--- config.mk ---
export PLATFORM = sky130hd
export DESIGN_NAME = uart_rx_packer_flat
export DESIGN_NICKNAME = d
export VERILOG_FILES = /design/src/rtl/uart_pkg.sv /design/src/rtl/uart_rx_packer_if.sv /design/src/rtl/rx_byte_fifo.sv /design/src/rtl/uart_rx_packer.sv /design/src/flat_wrapper.sv
export SDC_FILE = /design/constraint.sdc
export NUM_CORES = 1
export LEC_CHECK = 0
export CAP_MARGIN = 20
export CORE_MARGIN = 2
export CORE_UTILIZATION = 35
export DETAILED_ROUTE_END_ITERATION = 8
export PLACE_DENSITY_LB_ADDON = 0.12
export SLEW_MARGIN = 10
export SYNTH_ARGS = -nofsm -noshare
export SYNTH_HDL_FRONTEND = slang
export SYNTH_SLANG_ARGS = --single-unit
--- constraint.sdc ---
create_clock -name CLK -period 3.1 [get_ports CLK]
set_input_delay 0.465 -clock CLK [delete_from_list [all_inputs] [get_ports CLK]]
set_output_delay 0.465 -clock CLK [all_outputs]
set_load 0.02 [all_outputs]
--- src/rtl/uart_pkg.sv ---
// Shared UART receive-path types and constants.
package uart_pkg;

    typedef enum logic {COLLECT, HOLD} pack_state_t;

    localparam int BYTES_PER_WORD = 4;
    localparam int RX_FIFO_ADDR_W = 4;

endpackage

--- src/rtl/uart_rx_packer_if.sv ---
// Byte-strobe input side and word valid/ready output side of the packer.
interface uart_rx_packer_if;

    logic [7:0]  in_data;
    logic        in_valid;
    logic [31:0] word_data;
    logic        word_valid;
    logic        word_ready;

    modport master (
        output in_data, in_valid, word_ready,
        input  word_data, word_valid
    );

    modport slave (
        input  in_data, in_valid, word_ready,
        output word_data, word_valid
    );

endinterface

--- src/rtl/rx_byte_fifo.sv ---
// Circular byte buffer with registered pointers and a combinational read port at rptr.
module rx_byte_fifo #(
    parameter int ADDR_W = 4
) (
    input  logic              clk,
    input  logic              rst_n,
    input  logic              flush,
    input  logic              push,
    input  logic              pop,
    input  logic [7:0]        wdata,
    output logic [7:0]        rdata,
    output logic              empty,
    output logic              full,
    output logic [ADDR_W:0]   level
);

    localparam logic [ADDR_W:0] DEPTH = (ADDR_W+1)'(2**ADDR_W);

    logic [7:0]        mem [2**ADDR_W];
    logic [ADDR_W-1:0] wptr_q, rptr_q;
    logic [ADDR_W:0]   level_q;
    logic              do_push, do_pop;

    // A push into a full buffer is only taken when a pop frees a slot on the same edge.
    assign do_pop  = pop & ~empty & ~flush;
    assign do_push = push & ~flush & (~full | do_pop);

    always_ff @(posedge clk) begin
        if (do_push) begin
            mem[wptr_q] <= wdata;
        end
    end

    always_ff @(posedge clk or negedge rst_n) begin
        if (!rst_n) begin
            wptr_q  <= '0;
            rptr_q  <= '0;
            level_q <= '0;
        end else if (flush) begin
            wptr_q  <= '0;
            rptr_q  <= '0;
            level_q <= '0;
        end else begin
            if (do_push) begin
                wptr_q <= wptr_q + ADDR_W'(1);
            end
            if (do_pop) begin
                rptr_q <= rptr_q + ADDR_W'(1);
            end
            case ({do_push, do_pop})
                2'b10:   level_q <= level_q + (ADDR_W+1)'(1);
                2'b01:   level_q <= level_q - (ADDR_W+1)'(1);
                default: level_q <= level_q;
            endcase
        end
    end

    assign rdata = mem[rptr_q];
    assign empty = (level_q == '0);
    assign full  = (level_q == DEPTH);
    assign level = level_q;

endmodule

--- src/rtl/uart_rx_packer.sv ---
// Packs received UART bytes into 32-bit big-endian words behind a valid/ready handshake.
// Optional sticky overrun flag (ovr/ovr_clr) is built when RX_OVERRUN_DETECT_EN is defined.
module uart_rx_packer
    import uart_pkg::*;
#(
    parameter int ADDR_W = RX_FIFO_ADDR_W
) (
    input  logic              CLK,
    input  logic              RST_N,
    uart_rx_packer_if.slave   bus,
    input  logic              flush,
`ifdef RX_OVERRUN_DETECT_EN
    output logic              ovr,
    input  logic              ovr_clr,
`endif
    output logic [ADDR_W:0]   fifo_level
);

    localparam int              CNT_W     = $clog2(BYTES_PER_WORD);
    localparam logic [CNT_W-1:0] LAST_BYTE = CNT_W'(BYTES_PER_WORD - 1);

    pack_state_t      state_q, state_d;
    logic [CNT_W-1:0] byte_cnt_q;
    logic [31:0]      pack_q, word_data_q;
    logic             word_valid_q;
    logic             push, pop, load_word, accept;
    logic             fifo_empty, fifo_full, drop_byte;
    logic [7:0]       fifo_rdata;

    assign push      = bus.in_valid & ~flush;
    assign drop_byte = push & fifo_full & ~pop;

    rx_byte_fifo #(.ADDR_W(ADDR_W)) u_fifo (
        .clk   (CLK),
        .rst_n (RST_N),
        .flush (flush),
        .push  (push),
        .pop   (pop),
        .wdata (bus.in_data),
        .rdata (fifo_rdata),
        .empty (fifo_empty),
        .full  (fifo_full),
        .level (fifo_level)
    );

    always_ff @(posedge CLK or negedge RST_N) begin
        if (!RST_N) begin
            state_q <= COLLECT;
        end else begin
            state_q <= state_d;
        end
    end

    always_comb begin
        state_d   = state_q;
        pop       = 1'b0;
        load_word = 1'b0;
        accept    = 1'b0;
        case (state_q)
            COLLECT: begin
                pop = ~fifo_empty;
                if (pop && byte_cnt_q == LAST_BYTE) begin
                    load_word = 1'b1;
                    state_d   = HOLD;
                end
            end
            HOLD: begin
                if (bus.word_ready) begin
                    accept  = 1'b1;
                    state_d = COLLECT;
                end
            end
            default: state_d = COLLECT;
        endcase
        if (flush) begin
            pop       = 1'b0;
            load_word = 1'b0;
            accept    = 1'b0;
            state_d   = COLLECT;
        end
    end

    // The byte counter wraps to zero on the fourth pop, exactly when the word is loaded.
    always_ff @(posedge CLK or negedge RST_N) begin
        if (!RST_N) begin
            byte_cnt_q   <= '0;
            pack_q       <= '0;
            word_data_q  <= '0;
            word_valid_q <= 1'b0;
        end else if (flush) begin
            byte_cnt_q   <= '0;
            word_valid_q <= 1'b0;
        end else begin
            if (pop) begin
                pack_q     <= {pack_q[23:0], fifo_rdata};
                byte_cnt_q <= byte_cnt_q + CNT_W'(1);
            end
            if (load_word) begin
                word_data_q  <= {pack_q[23:0], fifo_rdata};
                word_valid_q <= 1'b1;
            end else if (accept) begin
                word_valid_q <= 1'b0;
            end
        end
    end

    assign bus.word_data  = word_data_q;
    assign bus.word_valid = word_valid_q;

`ifdef RX_OVERRUN_DETECT_EN
    // A drop on the same edge as a clear leaves the flag set.
    always_ff @(posedge CLK or negedge RST_N) begin
        if (!RST_N) begin
            ovr <= 1'b0;
        end else if (drop_byte) begin
            ovr <= 1'b1;
        end else if (ovr_clr) begin
            ovr <= 1'b0;
        end
    end
`else
    logic unused_drop;
    assign unused_drop = drop_byte;
`endif

endmodule

--- src/flat_wrapper.sv ---
// flat-port wrapper written by rule: the top's interface ports become plain ports
module uart_rx_packer_flat import uart_pkg::*;
#(
    parameter int ADDR_W = RX_FIFO_ADDR_W
)
  (CLK, RST_N, flush, fifo_level, bus_in_data, bus_in_valid, bus_word_ready, bus_word_data, bus_word_valid);
  uart_rx_packer_if bus_i ();
  input  logic CLK;
  input  logic RST_N;
  input  logic flush;
  output logic [ADDR_W:0] fifo_level;
  input wire logic [$bits(bus_i.in_data)-1:0] bus_in_data;
  input wire logic [$bits(bus_i.in_valid)-1:0] bus_in_valid;
  input wire logic [$bits(bus_i.word_ready)-1:0] bus_word_ready;
  output wire logic [$bits(bus_i.word_data)-1:0] bus_word_data;
  output wire logic [$bits(bus_i.word_valid)-1:0] bus_word_valid;
  assign bus_i.in_data = bus_in_data;
  assign bus_i.in_valid = bus_in_valid;
  assign bus_i.word_ready = bus_word_ready;
  assign bus_word_data = bus_i.word_data;
  assign bus_word_valid = bus_i.word_valid;
  uart_rx_packer #(.ADDR_W(ADDR_W)) u_core (.CLK(CLK), .RST_N(RST_N), .bus(bus_i), .flush(flush), .fifo_level(fifo_level));
endmodule
==> impl_metrics.ini, run 1 <==
[logic_synthesis]
ys_async_sr_fraction_pct = 36.3
syn_inst = 507
yosys-top-cells-area = edfxtp_1, dfrtp_1, mux2_2
synth-seq-cells = 201
syn-num-nets = 530
ys_top_cells_by_count = edfxtp_1, dfrtp_1, mux2_2
synth_edf_count = 128
synth_ff_type = edfxtp_1
avgSynthCellArea_um2 = 16.0
ys_types = 44
yosys_warnings = 0
ys_seq_area_share_pct = 69.7
syn_area_mm2 = 0.00814
synth_top_area_share_pct = 47.2
synth.most_common_cell = edfxtp_1
yosysTopAreaCell = edfxtp_1

[placement]
port_buffers = 50
place_area_mm2 = 0.00895
place_ws_ns = 0.289
hpwl_um = 11000
gp_congestion = 0.776

[routing]
drtIter0Drc = 303
routedWlPerCell_um = 20.0
drc = 0
vias = 4357
wl_met3_um = 820
routed_wl_um = 17400
met2_length_um = 7790
top_layer_used = met4
met1_length_um = 8460
ant_nets = 0
first_pass_iters = 4
post_drt_via_cell_ratio = 5.02

[cts]
cts-buffers-inserted = 22
cts_root_buffer = clkbuf_16
clock-sinks = 201
cts_setup_buffers = 0
clk_path_buf_depth = 3
clkLatencyLatePin_ns = 0.50
htreeDepth = 1
path_clk_slew_ns = 0.06
cts_hold_buffers = 0
cts_tree = done
cts_resized = 0

[global_route]
grt_pass1_wl_um = 27500
antenna_found_initial = 0
grtUsageTotal_pct = 14.8
grt-ovfl-total = 0
grt_pass1_vias = 4534
grt_max_degree = 74

[setup_path]
path_class = flop to flop
startpoint_type = flop
slowest_delay_ns = 0.56
critical_path_arrival_ns = 3.24
critPathMostFrequentCell = nand2b_1
worst_setup_path_end_kind = flop
crit_chain = nor4_4 -> a21oi_4 -> nand2b_1 -> nand2b_1 -> inv_1 -> ha_1 -> nand2b_1 -> a21oi_1 -> and3_1 -> o31a_1 -> a21oi_1
worst-path-max-fanout = 9
critPathSlowestCell = nor4_4
cp.required_ns = 3.52

[die]
start_util_pct = 35.8
io_pins = 51
die_y_um = 156
die_w_um = 156
row_count = 55
coreArea_mm2 = 0.0227
die-area_mm2 = 0.0245

[run_status]
status = finished, final reports clean

[final_layout]
nets = 590
drive_gt1_share_pct = 20.1
fin_area_mm2 = 0.00965
syn_to_final_growth_pct = 18.6
antennaDiodeCount = 0

[timing]
timing.final.ws_setup_ns = 0.282
fin_tns_setup_ns = 0
setup_violations = 0
fin_crit_ns = 2.82
hold_viol_final = 0
maxClockFrequency_mhz = 355
timing.final.crit_share_pct = 90.9
drv_slew = 0
timing.slew.headroom_pct = 39.5
tightest_slew_ns = 0.907
fin_worst_skew_ns = 0.0135
rsz0062_at_grt = false
holdWs_ns = 0.0949

[power]
vdd_drop_max_mv = 0.420
combPwrFrac_pct = 25.7
leakage_uw = 0.00354
p_sw_share_pct = 29.1
p_int_uw = 5810
switchingPower_uw = 2390
total_power_uw = 8200
p_seq_share_pct = 43.2
power.density_mw_per_mm2 = 850
clkPwrFrac_pct = 31.1

[job]
drv_cap = 0

[min_path]
hold_path.class = input port to async pin
[cells by family (layout without fill, tap and decap cells)]
logic type / count (synthesis) / in the layout / synth area share (%)
fa+ha+maj: 10 / 10 / 1.63
xor+xnor: 8 / 8 / 0.861
buf+inv: 35 / 111 / 2.28
flops: 201 / 201 / 69.7
compound gates: 72 / 72 / 5.44
simple gates: 88 / 88 / 5.44
mux: 93 / 93 / 14.6
[through the flow]
stage	util [%]	instances
floorplan	-	507
global placement	39.4	828
detailed placement	39.4	828
CTS	42.5	868
global route	42.5	868
finish	42.5	868
[power by group through the flow]
stage          combinational, µW  clock, µW  sequential (µW)
2_1_floorplan               1280          0             3700
3_3_place_gp                2110          0             3590
3_5_place_dp                2140          0             3610
4_1_cts                     2150       2600             3550
5_1_grt                     2320       2730             3610
6_report                    2110       2550             3540
[cell type report]
class	instances	area [µm²]
multi-input combinational	271	2280
fill	2045	13100
clock inverter	9	95.1
timing repair buffer	63	608
sequential	201	5670
tap	285	357
inverter	8	30.0
clock buffer	31	606
[placed cells by master, fill, tap and decap left out, drive strengths merged, types with 2 or more instances in the layout]
cell type,netlist,final
a211oi,2,2
a21o,2,2
a21oi,20,20
a311oi,9,9
a31oi,8,8
and2,16,16
and3,2,2
buf,21,14
bufinv,0,2
clkbuf,6,31
clkdlybuf4s50,0,49
clkinv,0,6
dfrtp,73,73
edfxtp,128,128
ha,9,9
inv,8,8
mux2,48,48
mux2i,29,29
mux4,16,16
nand2,22,22
nand2b,4,4
nand3b,3,3
nor2,31,31
nor3,2,2
nor4,2,2
o21ai,27,27
xnor2,6,6
xor2,2,2
[sequential cells by signal (all words and copies together), names as in the netlist]
| signal | flops |
|---|---|
| u_core.state_q | 1 |
| u_core.pack_q | 24 |
| u_core.byte_cnt_q | 2 |
| u_core.bus.word_data | 32 |
| u_core.u_fifo.mem | 128 |
| u_core.u_fifo.rptr_q | 4 |
| u_core.bus.word_valid | 1 |
| u_core.u_fifo.wptr_q | 4 |
| u_core.u_fifo.level | 5 |
[worst paths after layout]
check / startpoint / endpoint / slack [ns] / depth (start not counted)
max: u_core.u_fifo.level[0] / u_core.u_fifo.level[4] / 0.28 / 11
min: RST_N / u_core.bus.word_data[19] / 0.09 / 1
max reg2reg: u_core.u_fifo.level[0] / u_core.u_fifo.level[4] / 0.28 / 11
min reg2reg: u_core.bus.word_data[7] / u_core.bus.word_data[7] / 0.48 / 2
max in group asynchronous: RST_N / u_core.u_fifo.rptr_q[0] / 2.38 / 1
min in group CLK: u_core.bus.word_data[7] / u_core.bus.word_data[7] / 0.48 / 2
[layer usage]
| metal | up-vias | GRT usage, % |
|---|---|---|
| met1 | 2195 | 21.5 |
| met3 | 29 | 2.41 |
| li1 | 2029 | - |
| met5 | - | 0 |
| met2 | 104 | 23.1 |
| met4 | 0 | 3.67 |
[worst max-delay path: cells and delay by family (launching register included)]
family,cells,cell delay (ns)
compound gates,4,0.73
flops,1,0.46
fa+ha+maj,1,0.33
buf+inv,1,0.09
simple gates,5,1.14
Power figures use the tool's default switching activity.
==> run 2: changes to the inputs <==
CORE_MARGIN = default   (was 2)
==> run 2 against run 1 <==
Worst hold slack gained 0.0047 ns; critical path depth is the same; via count shrank 0.69%; core utilization grew 0.10 points; first-iteration DRC count shrank 11%; design area grew 0.25%; sequential power is essentially flat; die area shrank 2.5%; register-to-register slack gained 0.03 ns; non-clock buffer count is the same; setup slack gained 0.031 ns; clock power is essentially flat.
==> impl_metrics.ini, run 2 (synthesized netlist as in run 1, its figures left out) <==
[setup_path]
startpoint_type = flop
cp.required_ns = 3.51
critPathLaunch = u_core.u_fifo.level[1]
r2r_start = u_core.u_fifo.level[1]
worst-path-max-fanout = 9
worst_setup_path_end_kind = flop
path_class = flop to flop
critical_path_arrival_ns = 3.20

[timing]
timing.final.crit_share_pct = 89.9
fin_crit_ns = 2.79
fin_tns_setup_ns = 0
rsz0062_at_grt = false
drv_slew = 0
timing.slew.headroom_pct = 38.5
setup_violations = 0
fin_worst_skew_ns = 0.0112
hold_viol_final = 0
tightest_slew_ns = 0.923
maxClockFrequency_mhz = 359

[routing]
post_drt_via_cell_ratio = 4.99
routedWlPerCell_um = 19.5
drc = 0
first_pass_iters = 4
vias = 4327
routed_wl_um = 16900
drtIter0Drc = 271
ant_nets = 0

[final_layout]
largest_register_ffs = 128
instances_no_fill = 868
nets = 590
multiInputGateArea_mm2 = 0.00228
regArea_mm2 = 0.00567
final.fill_count = 2036
syn_to_final_growth_pct = 18.9
drive_gt1_share_pct = 20.6
utilization_pct = 42.6
final_common_cell = edfxtp_1
antennaDiodeCount = 0
final_cell_mix = edfxtp_1, dfrtp_1, clkdlybuf4s50_1
max_flop_register = u_core.u_fifo.mem

[die]
row_count = 55
die-area_mm2 = 0.0239
die_w_um = 154
coreArea_mm2 = 0.0227
start_util_pct = 35.8
io_pins = 51
die_y_um = 154

[power]
p_sw_share_pct = 29.2
leakage_uw = 0.00354
p_seq_share_pct = 43.3
combPwrFrac_pct = 25.3
total_power_uw = 8210
p_int_uw = 5820
vdd_drop_max_mv = 0.330
switchingPower_uw = 2400
clkPwrFrac_pct = 31.4
power.density_mw_per_mm2 = 849

[cts]
cts_resized = 0
cts_setup_buffers = 0
cts_hold_buffers = 0
cts_tree = done
clock-sinks = 201
clk_path_buf_depth = 3
htreeDepth = 1
cts_root_buffer = clkbuf_16
path_clk_slew_ns = 0.06
cts-buffers-inserted = 22
clkLatencyLatePin_ns = 0.49

[min_path]
hold_path.class = input port to async pin

[global_route]
grt-ovfl-total = 0
grt_pass1_wl_um = 26800
grt_pass1_vias = 4463
antenna_found_initial = 0
grtUsageTotal_pct = 14.8
grt_max_degree = 74

[placement]
hpwl_um = 11200
port_buffers = 50
gp_congestion = 0.802
place_inst = 828

[job]
drv_cap = 0

[run_status]
status = finished, final reports clean
-- run 2: power groups by stage --
| stage | Clock [µW] | Sequential [µW] | Combinational (µW) |
|---|---|---|---|
| floorplan | 0 | 3700 | 1280 |
| global placement | 0 | 3610 | 2070 |
| detailed placement | 0 | 3630 | 2110 |
| CTS | 2650 | 3580 | 2120 |
| global route | 2760 | 3620 | 2280 |
| finish | 2580 | 3560 | 2080 |
-- run 2: final cells by class --
type | count | share of cell area (%)
Clock buffer | 27 | 6.11
Clock inverter | 13 | 1.38
Inverter | 8 | 0.310
Multi-Input combinational cell | 271 | 23.6
Sequential cell | 201 | 58.7
Tap cell | 285 | 3.69
Timing Repair Buffer | 63 | 6.29
-- run 2: path summary, 6_finish.rpt --
path	to	slack [ns]	cells past startpoint
setup / recovery	u_core.u_fifo.level[4]	0.31	11
hold / removal	u_core.bus.word_data[23]	0.1	1
setup reg to reg	u_core.u_fifo.level[4]	0.31	11
hold reg to reg	u_core.bus.word_data[7]	0.49	2
max in group asynchronous	u_core.u_fifo.rptr_q[0]	2.35	1
min in group CLK	u_core.bus.word_data[7]	0.49	2
-- run 2: worst max-delay path, cell delays in order (launching register included) --
cell      delay, ns
dfrtp_1        0.45
nor4_4         0.55
a21oi_4        0.19
nand2b_1       0.13
nand2b_1       0.16
inv_1          0.09
ha_1           0.32
nand2b_1       0.09
a21oi_1        0.10
and3_1         0.21
o31a_1         0.28
a21oi_1        0.14
-- run 2: per-layer routing --
layer  vias up  track usage [%]  part of all wire [%]
li1       2036                -                     -
met1      2153             21.4                    46
met2       119             23.0                    47
met3        19             2.44                   5.9
met4         0             4.10                   1.6
met5         -                0                     0
-- run 2: metrics by stage --
stage	worst slack [ns]	hold slack (ns)	instance area (µm²)
6_report	0.313	0.0997	9670
5_1_grt	0.0365	0.180	9670
4_1_cts	0.283	0.151	9670
3_5_place_dp	0.307	0.490	8950
3_3_place_gp	0.324	0.482	8950
2_1_floorplan	0.269	0.169	8140
==> run 3: changes to the inputs <==
DONT_BUFFER_PORTS = 1   (was default)
==> run 3 against run 2 <==
Clock power about the same; critical path type unchanged; clock-buffer cell count grew 2; via count shrank 3.1%; design area shrank 4.9%; maximum frequency fell by 2.4%; sequential power grew 5.9%; register-to-register slack got worse by 0.07 ns; global-route usage down 0.37 points; die area unchanged; combinational power down 26%; largest cell class unchanged; routed wire length fell by 1.7%.
==> impl_metrics.ini, run 3 (synthesized netlist as in run 1, its figures left out) <==
[die]
die_y_um = 154
row_count = 55
die_w_um = 154
start_util_pct = 35.8
die-area_mm2 = 0.0239
coreArea_mm2 = 0.0227
io_pins = 51

[timing]
tightest_slew_ns = 0.703
maxClockFrequency_mhz = 350
timing.final.crit_share_pct = 92.1
hold_viol_final = 0
holdWs_ns = 0.0242
fin_crit_ns = 2.85
fin_worst_skew_ns = 0.00963
timing.slew.headroom_pct = 52.9
setup_violations = 0
drv_slew = 0
fin_tns_setup_ns = 0
rsz0062_at_grt = false

[final_layout]
final.fill_count = 2076
drive_gt1_share_pct = 22.8
final_common_cell = edfxtp_1
largest_register_ffs = 128
final_cell_mix = edfxtp_1, dfrtp_1, mux2_2
antennaDiodeCount = 0
fin_area_mm2 = 0.00920
max_flop_register = u_core.u_fifo.mem
nets = 542
syn_to_final_growth_pct = 13.1

[cts]
cts_resized = 0
path_clk_slew_ns = 0.06
clk_path_buf_depth = 3
cts_root_buffer = clkbuf_16
htreeDepth = 1
cts_tree = done
cts-buffers-inserted = 23
cts_setup_buffers = 0
clock-sinks = 201
clkLatencyLatePin_ns = 0.50

[power]
power.density_mw_per_mm2 = 853
total_power_uw = 7840
leakage_uw = 0.00339
vdd_drop_max_mv = 0.288

[routing]
drtIter0Drc = 246
first_pass_iters = 6
ant_nets = 0
post_drt_via_cell_ratio = 5.11
drc = 0
routed_wl_um = 16600
routedWlPerCell_um = 20.3
vias = 4194

[setup_path]
crit_chain = nor4_4 -> a21oi_4 -> nand2b_1 -> nand2b_1 -> inv_1 -> ha_1 -> nor2_1 -> a21oi_1 -> and3_1 -> o31a_1 -> a21oi_1
worst-path-max-fanout = 9
cp.required_ns = 3.53
critPathSlowestCell = nor4_4
critPathTopFamily = simple AND/OR/NAND/NOR gates
critPathBufInv = 1
worst_setup_path_end_kind = flop
critical_path_arrival_ns = 3.28
path_class = flop to flop
startpoint_type = flop
slowest_delay_ns = 0.55

[global_route]
grt-ovfl-total = 0
grt_pass1_wl_um = 26200
grt_max_degree = 74
antenna_found_initial = 0
grtUsageTotal_pct = 14.4
grt_pass1_vias = 4365

[placement]
port_buffers = 0
place_area_mm2 = 0.00844
hpwl_um = 10600
gp_congestion = 0.729

[job]
drv_cap = 0

[min_path]
hold_path.class = input port to flop

[run_status]
status = finished, final reports clean
-- run 3: cell types whose count changed in the layout (fill, tap and decap cells not counted) --
| cell | previous run | this run |
|---|---|---|
| clkbuf_1 | 4 | 3 |
| clkbuf_8 | 0 | 3 |
| clkinv_2 | 1 | 6 |
| dlygate4sd3_1 | 0 | 1 |
| inv_6 | 3 | 0 |
| bufinv_16 | 2 | 1 |
| buf_16 | 0 | 1 |
| clkinv_1 | 3 | 2 |
| clkinvlp_4 | 3 | 1 |
| clkdlybuf4s50_1 | 49 | 0 |
| buf_4 | 13 | 11 |
| inv_4 | 0 | 1 |
-- run 3: final timing paths --
path / from / slack [ns] / endpoint / cells past startpoint
worst max-delay path: u_core.u_fifo.level[3] / 0.25 / u_core.u_fifo.level[4] / 11
worst min-delay path: flush / 0.02 / u_core.u_fifo.level[4] / 1
worst max register to register: u_core.u_fifo.level[3] / 0.25 / u_core.u_fifo.level[4] / 11
worst min register to register: u_core.pack_q[21] / 0.50 / u_core.bus.word_data[29] / 1
max in group asynchronous: RST_N / 2.28 / u_core.u_fifo.rptr_q[0] / 2
min in group asynchronous: RST_N / 0.51 / u_core.pack_q[19] / 2
-- run 3: layout make-up --
type	instances	area [µm²]	share of cell area (%)
Clock buffer	29	628	6.83
Clock inverter	12	90.1	0.979
Inverter	8	30.0	0.326
Multi-Input combinational cell	271	2280	24.8
Sequential cell	201	5670	61.7
Tap cell	285	357	3.88
Timing Repair Buffer	14	140	1.52
-- run 3: where the power goes --
group          internal (µW)  total (µW)  switching, µW
clock                   1520        2550           1030
sequential              3240        3770            529
combinational            758        1530            774
-- run 3: worst register-to-register path, stage by stage, from the launching register on --
cell and delay, ns:
dfrtp_1 0.50, nor4_4 0.55, a21oi_4 0.20, nand2b_1 0.13, nand2b_1 0.17, inv_1 0.10
ha_1 0.32, nor2_1 0.12, a21oi_1 0.09, and3_1 0.22, o31a_1 0.27, a21oi_1 0.13
-- run 3: what timing repair did --
action	4_1_cts	5_1_grt
endpoints found under the hold margin	73	0
hold buffers	2	0
setup endpoints to repair	0	0
-- run 3: metal layers --
layer  part of all wire, %  wire length [µm]  GRT usage (%)
met1                    47              7780           19.6
met2                    46              7570           23.0
met3                   6.0               998           3.31
met4                   1.6               267           4.24
met5                     0                 0              0
-- run 3: per-stage QoR --
stage	instances	worst slack, ns	utilization, %
2_1_floorplan	507	0.269	-
3_3_place_gp	777	0.394	37.2
3_5_place_dp	777	0.270	37.2
4_1_cts	820	0.255	40.5
5_1_grt	820	0.0579	40.5
6_report	820	0.245	40.5
